## config.mk

```make
export PLATFORM = sky130hd
export DESIGN_NAME = fmul_result_pack
export DESIGN_NICKNAME = d
export VERILOG_FILES = /design/src/rtl/fmul_result_pack.sv
export SDC_FILE = /design/constraint.sdc
export NUM_CORES = 1
export LEC_CHECK = 0
export ABC_AREA = 1
export CAP_MARGIN = 30
export CORE_MARGIN = 3
export CORE_UTILIZATION = 40
export CTS_CLUSTER_SIZE = 28
export DETAILED_ROUTE_END_ITERATION = 16
export GPL_TIMING_DRIVEN = 0
export HOLD_SLACK_MARGIN = 0.02
export PLACE_DENSITY = 0.69
export SLEW_MARGIN = 20
export SYNTH_ARGS = -nofsm -noshare
export SYNTH_HDL_FRONTEND = slang
export SYNTH_SLANG_ARGS = --single-unit
```

## constraint.sdc

```tcl
create_clock -name clk -period 4.41 [get_ports clk]
set_input_delay 0.882 -clock clk [delete_from_list [all_inputs] [get_ports clk]]
set_output_delay 0.882 -clock clk [all_outputs]
set_load 0.005 [all_outputs]
```

## src/rtl/fmul_result_pack.sv

```systemverilog
// Result packing stage behind the FMUL multiply core: sign/class delay line, exponent
// range correction, IEEE-754 packing and a credit-controlled output FIFO. Optional FMUL_STATS_EN adds flag counters.
module fmul_result_pack #(
  parameter int unsigned MUL_LAT   = 2,
  parameter int unsigned OUT_DEPTH = 4
) (
  input  logic        clk,
  input  logic        rst_n,
  input  logic        in_valid,
  output logic        in_ready,
  input  logic [31:0] op_a,
  input  logic [31:0] op_b,
  input  logic [7:0]  mul_exp,
  input  logic [22:0] mul_man,
  output logic        out_valid,
  input  logic        out_ready,
  output logic [31:0] result,
  output logic [3:0]  flags
`ifdef FMUL_STATS_EN
  ,
  output logic [15:0] stat_ovf,
  output logic [15:0] stat_unf,
  output logic [15:0] stat_inv
`endif
);

  typedef enum logic [1:0] {
    CLS_NORM,
    CLS_ZERO,
    CLS_INF,
    CLS_NAN
  } op_class_t;

  localparam int unsigned TAIL = MUL_LAT - 1;
  localparam int unsigned PW   = (OUT_DEPTH > 1) ? $clog2(OUT_DEPTH) : 1;
  localparam int unsigned CW   = $clog2(OUT_DEPTH + MUL_LAT + 1) + 1;

  function automatic op_class_t classify(input logic [31:0] x);
    if (x[30:23] == 8'hFF) begin
      return (x[22:0] != 23'd0) ? CLS_NAN : CLS_INF;
    end else if (x[30:23] == 8'h00) begin
      return CLS_ZERO;
    end
    return CLS_NORM;
  endfunction

  // Input side: classification and biased exponent sum
  op_class_t   cls_a, cls_b, in_cls;
  logic        in_sign;
  logic [9:0]  in_esum;
  logic        accept;

  always_comb begin
    cls_a   = classify(op_a);
    cls_b   = classify(op_b);
    in_sign = op_a[31] ^ op_b[31];
    in_esum = {2'b00, op_a[30:23]} + {2'b00, op_b[30:23]} - 10'd126;
    in_cls  = CLS_NORM;
    if (cls_a == CLS_NAN || cls_b == CLS_NAN ||
        (cls_a == CLS_INF && cls_b == CLS_ZERO) ||
        (cls_a == CLS_ZERO && cls_b == CLS_INF)) begin
      in_cls = CLS_NAN;
    end else if (cls_a == CLS_INF || cls_b == CLS_INF) begin
      in_cls = CLS_INF;
    end else if (cls_a == CLS_ZERO || cls_b == CLS_ZERO) begin
      in_cls = CLS_ZERO;
    end
  end

  assign accept = in_valid & in_ready;

  // Delay line shadowing the core; it never stalls
  logic        dl_v    [MUL_LAT];
  logic        dl_sign [MUL_LAT];
  op_class_t   dl_cls  [MUL_LAT];
  logic [9:0]  dl_esum [MUL_LAT];

  always_ff @(posedge clk or negedge rst_n) begin
    if (!rst_n) begin
      for (int unsigned k = 0; k < MUL_LAT; k++) begin
        dl_v[k]    <= 1'b0;
        dl_sign[k] <= 1'b0;
        dl_cls[k]  <= CLS_NORM;
        dl_esum[k] <= '0;
      end
    end else begin
      dl_v[0]    <= accept;
      dl_sign[0] <= in_sign;
      dl_cls[0]  <= in_cls;
      dl_esum[0] <= in_esum;
      for (int unsigned k = 1; k < MUL_LAT; k++) begin
        dl_v[k]    <= dl_v[k-1];
        dl_sign[k] <= dl_sign[k-1];
        dl_cls[k]  <= dl_cls[k-1];
        dl_esum[k] <= dl_esum[k-1];
      end
    end
  end

  logic [CW-1:0] inflight;

  always_comb begin
    inflight = '0;
    for (int unsigned k = 0; k < MUL_LAT; k++) begin
      inflight = inflight + {{(CW-1){1'b0}}, dl_v[k]};
    end
  end

  // Tail: recover the true exponent from the core's wrapped 8-bit one
  logic [7:0]  t_adj;
  logic [9:0]  t_exp;
  logic [31:0] pk_res;
  logic [3:0]  pk_flags;
  logic        push;

  assign push = dl_v[TAIL];

  always_comb begin
    t_adj    = dl_esum[TAIL][7:0] - mul_exp;
    t_exp    = dl_esum[TAIL] - {2'b00, t_adj};
    pk_res   = '0;
    pk_flags = '0;
    unique case (dl_cls[TAIL])
      CLS_NAN: begin
        pk_res   = 32'h7FC0_0000;
        pk_flags = 4'b1000;
      end
      CLS_INF: begin
        pk_res = {dl_sign[TAIL], 8'hFF, 23'd0};
      end
      CLS_ZERO: begin
        pk_res   = {dl_sign[TAIL], 31'd0};
        pk_flags = 4'b0001;
      end
      default: begin
        if ($signed(t_exp) >= 10'sd255) begin
          pk_res   = {dl_sign[TAIL], 8'hFF, 23'd0};
          pk_flags = 4'b0100;
        end else if ($signed(t_exp) <= 10'sd0) begin
          pk_res   = {dl_sign[TAIL], 31'd0};
          pk_flags = 4'b0011;
        end else begin
          pk_res = {dl_sign[TAIL], t_exp[7:0], mul_man};
        end
      end
    endcase
  end

  norm_adjust_range: assert property (@(posedge clk) disable iff (!rst_n)
    (dl_v[TAIL] && dl_cls[TAIL] == CLS_NORM) |-> (t_adj <= 8'd1));

  // Output FIFO; credit accounting guarantees room for every push
  logic [35:0]   fifo_mem [OUT_DEPTH];
  logic [PW-1:0] wr_ptr, rd_ptr;
  logic [CW-1:0] fifo_cnt;
  logic [CW-1:0] occupancy;
  logic          pop;

  assign pop = out_valid & out_ready;

  always_ff @(posedge clk) begin
    if (push) begin
      fifo_mem[wr_ptr] <= {pk_res, pk_flags};
    end
  end

  always_ff @(posedge clk or negedge rst_n) begin
    if (!rst_n) begin
      wr_ptr   <= '0;
      rd_ptr   <= '0;
      fifo_cnt <= '0;
    end else begin
      if (push) begin
        wr_ptr <= wr_ptr + 1'b1;
      end
      if (pop) begin
        rd_ptr <= rd_ptr + 1'b1;
      end
      unique case ({push, pop})
        2'b10:   fifo_cnt <= fifo_cnt + 1'b1;
        2'b01:   fifo_cnt <= fifo_cnt - 1'b1;
        default: fifo_cnt <= fifo_cnt;
      endcase
    end
  end

  always_comb begin
    occupancy = inflight + fifo_cnt;
    in_ready  = occupancy < CW'(OUT_DEPTH);
    out_valid = fifo_cnt != '0;
    result    = '0;
    flags     = '0;
    if (out_valid) begin
      result = fifo_mem[rd_ptr][35:4];
      flags  = fifo_mem[rd_ptr][3:0];
    end
  end

`ifdef FMUL_STATS_EN
  always_ff @(posedge clk or negedge rst_n) begin
    if (!rst_n) begin
      stat_ovf <= '0;
      stat_unf <= '0;
      stat_inv <= '0;
    end else if (push) begin
      if (pk_flags[2] && stat_ovf != '1) stat_ovf <= stat_ovf + 16'd1;
      if (pk_flags[1] && stat_unf != '1) stat_unf <= stat_unf + 16'd1;
      if (pk_flags[3] && stat_inv != '1) stat_inv <= stat_inv + 16'd1;
    end
  end
`endif

endmodule

```

==> metrics.md, run 1 <==
| Metric | Value |
|---|---|
| Peak VDD IR | 0.3886 mV |
| Post-synth top cells | 215 x nor2_1, 144 x edfxtp_1, 112 x nand2_1, 83 x o21ai_0, 69 x inv_1 |
| Hold_buf cts | 0 |
| First-pass GRT wire length | approximately 32000 um |
| Synth Net Count | around 1000 |
| 1st-iter DRT viols | 400 |
| Vias | 6575 |
| Multi-input gate area | 0.003099 sq mm |
| Clock Skew | 0.01016 ns |
| Num CTS Buffers | 17 |
| Residual DRC | 0 |
| Die ar. | 0.02352 sq mm |
| Clk network pwr share | 18.5% |
| CTS tree | built |
| Hold Worst Slack | between 0.2 and 0.3 ns |
| Count leader, synth | nor2_1 |
| Layout cells sized above 1 | about 7.6% |
| Switching power total | 3.033 mW |
| Post-route insts no fill | 1329 |
| Pint | around 4.7 mW |
| PortBufs | between 100 and 150 |
| Reg power frac | 32.9% |
| Layout area overhead | 28.41% |
| Detail Route Antenna Nets | 0 |
| Final critical-path share of the clock period | 92.97% |
| Final hold vios | 0 |
| Fmax | ~240 MHz |
| CP Max Fanout | 10 |
| Reg2Reg Depth | 22 |
| RSZ-0062 raised after global routing | no |
| CP startpoint kind | input port |
| Synthesis warning total | 0 |
| Max_cap viols | 0 |
| Core Util, Final | 52.72% |
| DRT Wirelength | between 15000 and 20000 um |
| Wire per inst | 14.84 um |
| Pre-antenna DRT Iters | 6 |
| Synthesized area | 0.008686 sq mm |
| Critical Path Start | mul_exp[0] |
| Critical path required time | between 4 and 5 ns |
| Post-synthesis cell count | 878 |
| Top cell type's share of synthesized area | 49.78% |
| Setup-failing EPs final | 0 |
| Post-Syn Area per Cell | 9.893 sq um |
| Worst hold path type | in -> async |
| Starting Density | about two fifths |
| Worst slew pin tran | just under 0.9 ns |
| Placed Cells incl. Taps | 1294 |
| PD cells | 693.6 mW/mm^2 |
| Synth top area cells | edfxtp_1 50%, dfrtp_1 10%, nor2_1 9.3%, ha_1 5.3%, nand2_1 4.8% |
| FP Rows | 53 |
| Max Transition Viols Final | 0 |
| Reg2reg end | fifo_mem[2][21] |
| Total GRT Usage | 16.95% |
| Register Area | 0.005225 sq mm |
| Post-synthesis register bit count | 180 |
| H-tree depth | 4 |
| # IOs | 137 |
| LEAKAGE | about 4.4 nW |
| Initial antenna violation count | 0 |
| Die Y | 153.4 um |
| Async SR Flop Fraction | roughly a fifth |
| Clock transition at path regs | around 0.07 ns |
| Root Driver | clkbuf_16 |
| Relative slew slack | 40.63% |
| DIE WIDTH | ~150 um |
| Ys flop type | edfxtp_1 |
| Clock Latency Late Sink | between 0.4 and 0.5 ns |
| Synth cell types | 35 |
| Combinational fraction of design power | 48.7% |
| Antenna diodes | 0 |
| Switching Fraction | 39.21% |
| Via density | 4.947 |
| Critical path type | in -> reg |
| Reg-to-reg startpoint | dl_esum[0] |
| Run status | complete, no violations |
| Synth area leader | edfxtp_1 |
| Period minus WS final | 4.100 ns |
| Clk buf depth | 2 |
| Nets | around 1200 |
| Design Power | 7.736 mW |
| Total core area | 0.02115 sq mm |
| Post-synthesis sequential area ratio | 60.16% |
| Crit path capture type | flop |
| Largest net degree at the start of global routing | 32 |
| FILL cells | roughly 1900 |
| CP arrival | 4.36 ns |
| Clk sinks | 180 |
| Post-synth EDFFs | around 140 |
| Number of global-route vias before repair | 6412 |
| RePlAce Congestion | 0.8280 |
| Reg2reg setup slack | 0.79 ns |
| DPL Wire Length | 14050 um |
| Total gr overflow | 0 |
## power by group through the flow
stage / sequential [mW] / combinational [mW] / clock (mW)
after floorplan: 2.55 / 2.19 / 0
after global placement: 2.58 / 3.55 / 0
after detailed placement: 2.58 / 3.65 / 0
after CTS: 2.54 / 3.68 / 1.44
after global routing: 2.57 / 4.24 / 1.51
final: 2.54 / 3.76 / 1.43
## metrics by stage
| stage | setup TNS [ns] | setup WS [ns] | area, sq um |
|---|---|---|---|
| 4_1_cts | 0 | 0.01028 | 11080 |
| 2_1_floorplan | 0 | 0.6546 | 8686 |
| 3_3_place_gp | -30.79 | -0.3383 | 10390 |
| 6_report | 0 | 0.3101 | 11150 |
| 5_1_grt | 0 | 0.02987 | 11150 |
| 3_5_place_dp | -35.07 | -0.4005 | 10500 |
## layout by cell type (no fill, tap or decap), types with 5 or more instances in the layout
master and n:
nor2_1 201, edfxtp_1 144, clkdlybuf4s50_1 135, nand2_1 111, o21ai_0 82, inv_1 64
a21oi_1 51, ha_1 37, dfrtp_1 36, nand3_1 31, clkbuf_1 23, nor2_2 18
clkbuf_16 17, xor2_1 13, nand4_1 12, nor4_1 8, inv_2 7, xnor2_1 5
nand2_2 5
## repair_timing
| action | CTS | global route |
|---|---|---|
| gates resized for setup | 0 | 23 |
| buffers inserted | 0 | 3 |
| setup endpoints to repair | 0 | 132 |
## sequential cells by signal (all words and copies together), names as in the netlist
| name | flops |
|---|---|
| fifo_mem | 144 |
| dl_cls | 4 |
| fifo_cnt | 4 |
| push | 1 |
| dl_sign | 2 |
| rd_ptr | 2 |
| wr_ptr | 2 |
| dl_v | 1 |
| dl_esum | 20 |
## metal layers
metal  wire, um  GRT usage [%]  vias up
met1       8344          21.55     3037
met4        306          5.425        0
met3       1389          3.539       22
met5          0              0        -
li1           -              -     3291
met2       9682          29.12      225
## worst max-delay path by stage
| stage | to | slack, ns | depth (start not counted) |
|---|---|---|---|
| detailed placement | fifo_mem[2][21] | -0.40 | 23 |
| floorplan | fifo_mem[0][13] | 0.65 | 22 |
| global placement | fifo_mem[3][13] | -0.34 | 23 |
| CTS | fifo_mem[2][21] | 0.01 | 23 |
| global route | fifo_mem[2][21] | 0.03 | 22 |
| finish | fifo_mem[2][21] | 0.31 | 22 |
## cell families (layout without fill, tap and decap cells)
kind of cell               after synthesis  in the layout  synth area share, %
and+or+nand+nor                        395            395                18.76
DFF                                    180            180                60.16
AOI/OAI and AO/OA                      141            141                8.341
buffers and inverters                  103            279                4.682
adders and majority gates               41             41                6.252
xor gates and xnor gates                18             18                1.815
## cell type report
| class | count | area share (%) |
|---|---|---|
| Buffer | 30 | 1.279 |
| Multi-Input combinational cell | 595 | 27.79 |
| Sequential cell | 180 | 46.85 |
| Tap cell | 275 | 3.085 |
| Clock inverter | 15 | 1.335 |
| Timing Repair Buffer | 144 | 13.39 |
| Inverter | 73 | 2.457 |
| Clock buffer | 17 | 3.814 |
## critical path, cell delays in order
cell             delay, ns
clkdlybuf4s50_1       0.42
ha_1                  0.24
fa_2                  0.38
inv_2                 0.10
nand3_1               0.10
nand2_1               0.08
nand2_1               0.06
nand2_1               0.07
a21oi_1               0.07
xor2_1                0.15
ha_1                  0.34
buf_4                 0.15
nand2_1               0.07
nor2_1                0.05
nor2_1                0.15
nand3b_1              0.14
nand3_1               0.16
nor2_2                0.07
nor2_4                0.21
buf_6                 0.19
nand2_1               0.09
nor2_2                0.16
Power figures use the tool's default switching activity.
==> run 2, diff against run 1 <==
==> constraint.sdc (replaced) <==
create_clock -name clk -period 4.95 [get_ports clk]
set_input_delay 0.99 -clock clk [delete_from_list [all_inputs] [get_ports clk]]
set_output_delay 0.99 -clock clk [all_outputs]
set_load 0.005 [all_outputs]
==> metrics.md, run 2 (synthesis results as in run 1) <==
| Metric | Value |
|---|---|
| Max Transition Viols Final | 0 (unchanged) |
| Worst hold path type | reg -> reg |
| 1st-iter DRT viols | 443 (+11%) |
| Layout area overhead | 27.51% |
| Reg2Reg Depth | 23 (+4.5%) |
| CTS tree | built |
| Starting Density | 41.06% (unchanged) |
| Clk sinks | 180 (unchanged) |
| Hold Startpoint | dl_esum[12] |
| Antenna diodes | 0 (unchanged) |
| Clk buf depth | 2 (unchanged) |
| Period minus WS final | 4.493 ns |
| Clock transition at path regs | 0.07 ns (about the same) |
| Initial antenna violation count | 0 (unchanged) |
| CP dominant cell by count | nand2_1 |
| Nets | 1178 (-0.25%) |
| Commonest non-fill, non-tap cell in the layout | nor2_1 |
| Top reg by flops | fifo_mem |
| Run status | complete, no violations |
| Top flop regs | fifo_mem x144, dl_esum x20 |
| # IOs | 137 (unchanged) |
| CP arrival | 4.72 ns (+0.36 ns) |
| FILL cells | 1863 (+0.65%) |
| Die Y | 153.4 um (unchanged) |
| Crit path capture type | flop |
| Largest net degree at the start of global routing | 32 (unchanged) |
| Detail Route Antenna Nets | 0 (unchanged) |
| PostCTS Resize Cnt | 0 (unchanged) |
| Total gr overflow | 0 (unchanged) |
| CP peak stage delay | 0.42 ns (about the same) |
| Setup Buffers After CTS | 0 (unchanged) |
| Max_cap viols | 0 (unchanged) |
| Buf+Inv Stages, Crit Path | 5 (+1) |
| Reg2reg end | fifo_mem[2][21] |
| Setup-failing EPs final | 0 (unchanged) |
| CP startpoint kind | input port |
| RePlAce Congestion | 0.8280 (unchanged) |
| RSZ-0062 raised after global routing | no |
| Peak VDD IR | 0.3462 mV (-11%) |
| Number of global-route vias before repair | 6412 (unchanged) |
| Residual DRC | 0 (unchanged) |
| Hold_buf cts | 0 (unchanged) |
| PD cells | 613.6 mW/mm^2 (-12%) |
| CP Max Fanout | 10 (unchanged) |
| LEAKAGE | 4.416 nW (-0.34%) |
| Core Util, Final | 52.36% (-0.37 points) |
| Root Driver | clkbuf_16 |
| Reg-to-reg startpoint | dl_esum[0] |
| Total GRT Usage | 16.95% (unchanged) |
| Critical Path Start | mul_exp[0] |
| Crit-path slowest cell | clkdlybuf4s50_1 |
| H-tree depth | 4 (unchanged) |
| Critical path required time | 5.18 ns (+0.51 ns) |
| Wire per inst | 14.82 um (-0.12%) |
| Final critical-path share of the clock period | 90.76% |
| DIE WIDTH | 153.4 um (unchanged) |
| Critical path type | in -> reg |
| Hold endpoint | dl_esum[2] |
| Pre-antenna DRT Iters | 5 (-1) |
| Die ar. | 0.02352 sq mm (unchanged) |
| Reg2reg setup slack | 1.05 ns (+0.26 ns) |
| Via density | 4.981 (+0.68%) |
| Largest register FFs | 144 (unchanged) |
| Fin Setup TNS | 0 ns (unchanged) |
| Num CTS Buffers | 17 (unchanged) |
| Layout cells sized above 1 | 5.614% (-2.0 points) |
| Hold Worst Slack | 0.3485 ns (+0.07526 ns) |
| First-pass GRT wire length | 31640 um (unchanged) |
| Clock Skew | 0.01010 ns (-0.00006480 ns) |
| Relative slew slack | 39.97% (-0.67 points) |
| Commonest cells after routing, fill and taps aside | 215 x nor2_1, 144 x edfxtp_1, 135 x clkdlybuf4s50_1 |
| Worst slew pin tran | 0.8956 ns (+0.009943 ns) |
| Total core area | 0.02115 sq mm (unchanged) |
| Clock Latency Late Sink | 0.43 ns (about the same) |
| FP Rows | 53 (unchanged) |
| Fmax | 222.6 MHz |
| Final hold vios | 0 (unchanged) |
| DPL Wire Length | 14050 um (unchanged) |
| Largest delay contributor family on the critical path | simple AND/OR/NAND/NOR gates |
| PortBufs | 136 (unchanged) |
| DRT Wirelength | 19650 um (-0.34%) |
| Vias | 6605 (+0.46%) |
| Hold depth | 0 |
| Crit path cell chain | clkdlybuf4s50_1 -> ha_1 -> fa_1 -> inv_1 -> nand3_1 -> nand2_1 -> nand2_1 -> nand2_1 -> a21oi_1 -> xor2_1 -> ha_1 -> nand2_1 -> inv_1 -> a21oi_2 -> nand2_1 -> nand2_2 -> nand3_1 -> nand2_4 -> inv_2 -> nor2_4 -> buf_6 -> nand2_1 -> nor2_1 |
-- run 2: how the worst max path moves through the flow --
stage                      end  slack, ns  cells after the start
2_1_floorplan  fifo_mem[0][13]       1.09                     22
3_3_place_gp   fifo_mem[3][13]       0.09                     23
4_1_cts        fifo_mem[2][21]       0.44                     23
6_report       fifo_mem[2][21]       0.46                     23
5_1_grt         fifo_mem[3][4]       0.12                     24
3_5_place_dp   fifo_mem[2][21]       0.03                     23
-- run 2: metal layers --
layer  vias to the layer above  part of all wire (%)  global-route usage (%)
li1                       3287                     -                       -
met1                      3047                    43                   21.55
met2                       246                    49                   29.12
met3                        25                   7.2                   3.539
met4                         0                   1.7                   5.425
met5                         -                     0                       0
-- run 2: final cells by class --
class	instances	area, sq um	area share, %
Inverter	73	274.0	2.474
Clock inverter	15	148.9	1.344
Timing Repair Buffer	141	1471	13.29
Tap cell	275	344.1	3.107
Clock buffer	17	425.4	3.841
Buffer	30	132.6	1.197
Multi-Input combinational cell	595	3054	27.58
Sequential cell	180	5225	47.18
-- run 2: stage by stage --
step,std cells,worst slack [ns],area (sq um),total power [mW]
after floorplan,878,1.087,8686,4.225
after detailed placement,1294,0.03150,10500,5.548
final,1326,0.4573,11080,6.796
after CTS,1326,0.4423,11080,6.827
after global placement,1289,0.09365,10390,5.457
after global routing,1326,0.1174,11080,7.311
-- run 2: report_power, final --
group	internal (mW)	switching, mW
registers	2.18	0.0852
logic	1.29	1.97
clock network	0.667	0.604
-- run 2: worst register-to-register path, delay by kind of cell, from the launching register on --
kind | cells | cell delay (ns)
AND/OR/NAND/NOR | 12 | 1.45
adder cells (fa/ha/maj) | 3 | 0.98
flip-flops | 1 | 0.36
AO/OA/AOI/OAI | 2 | 0.24
XOR/XNOR | 1 | 0.15
buffers and inverters | 5 | 0.53
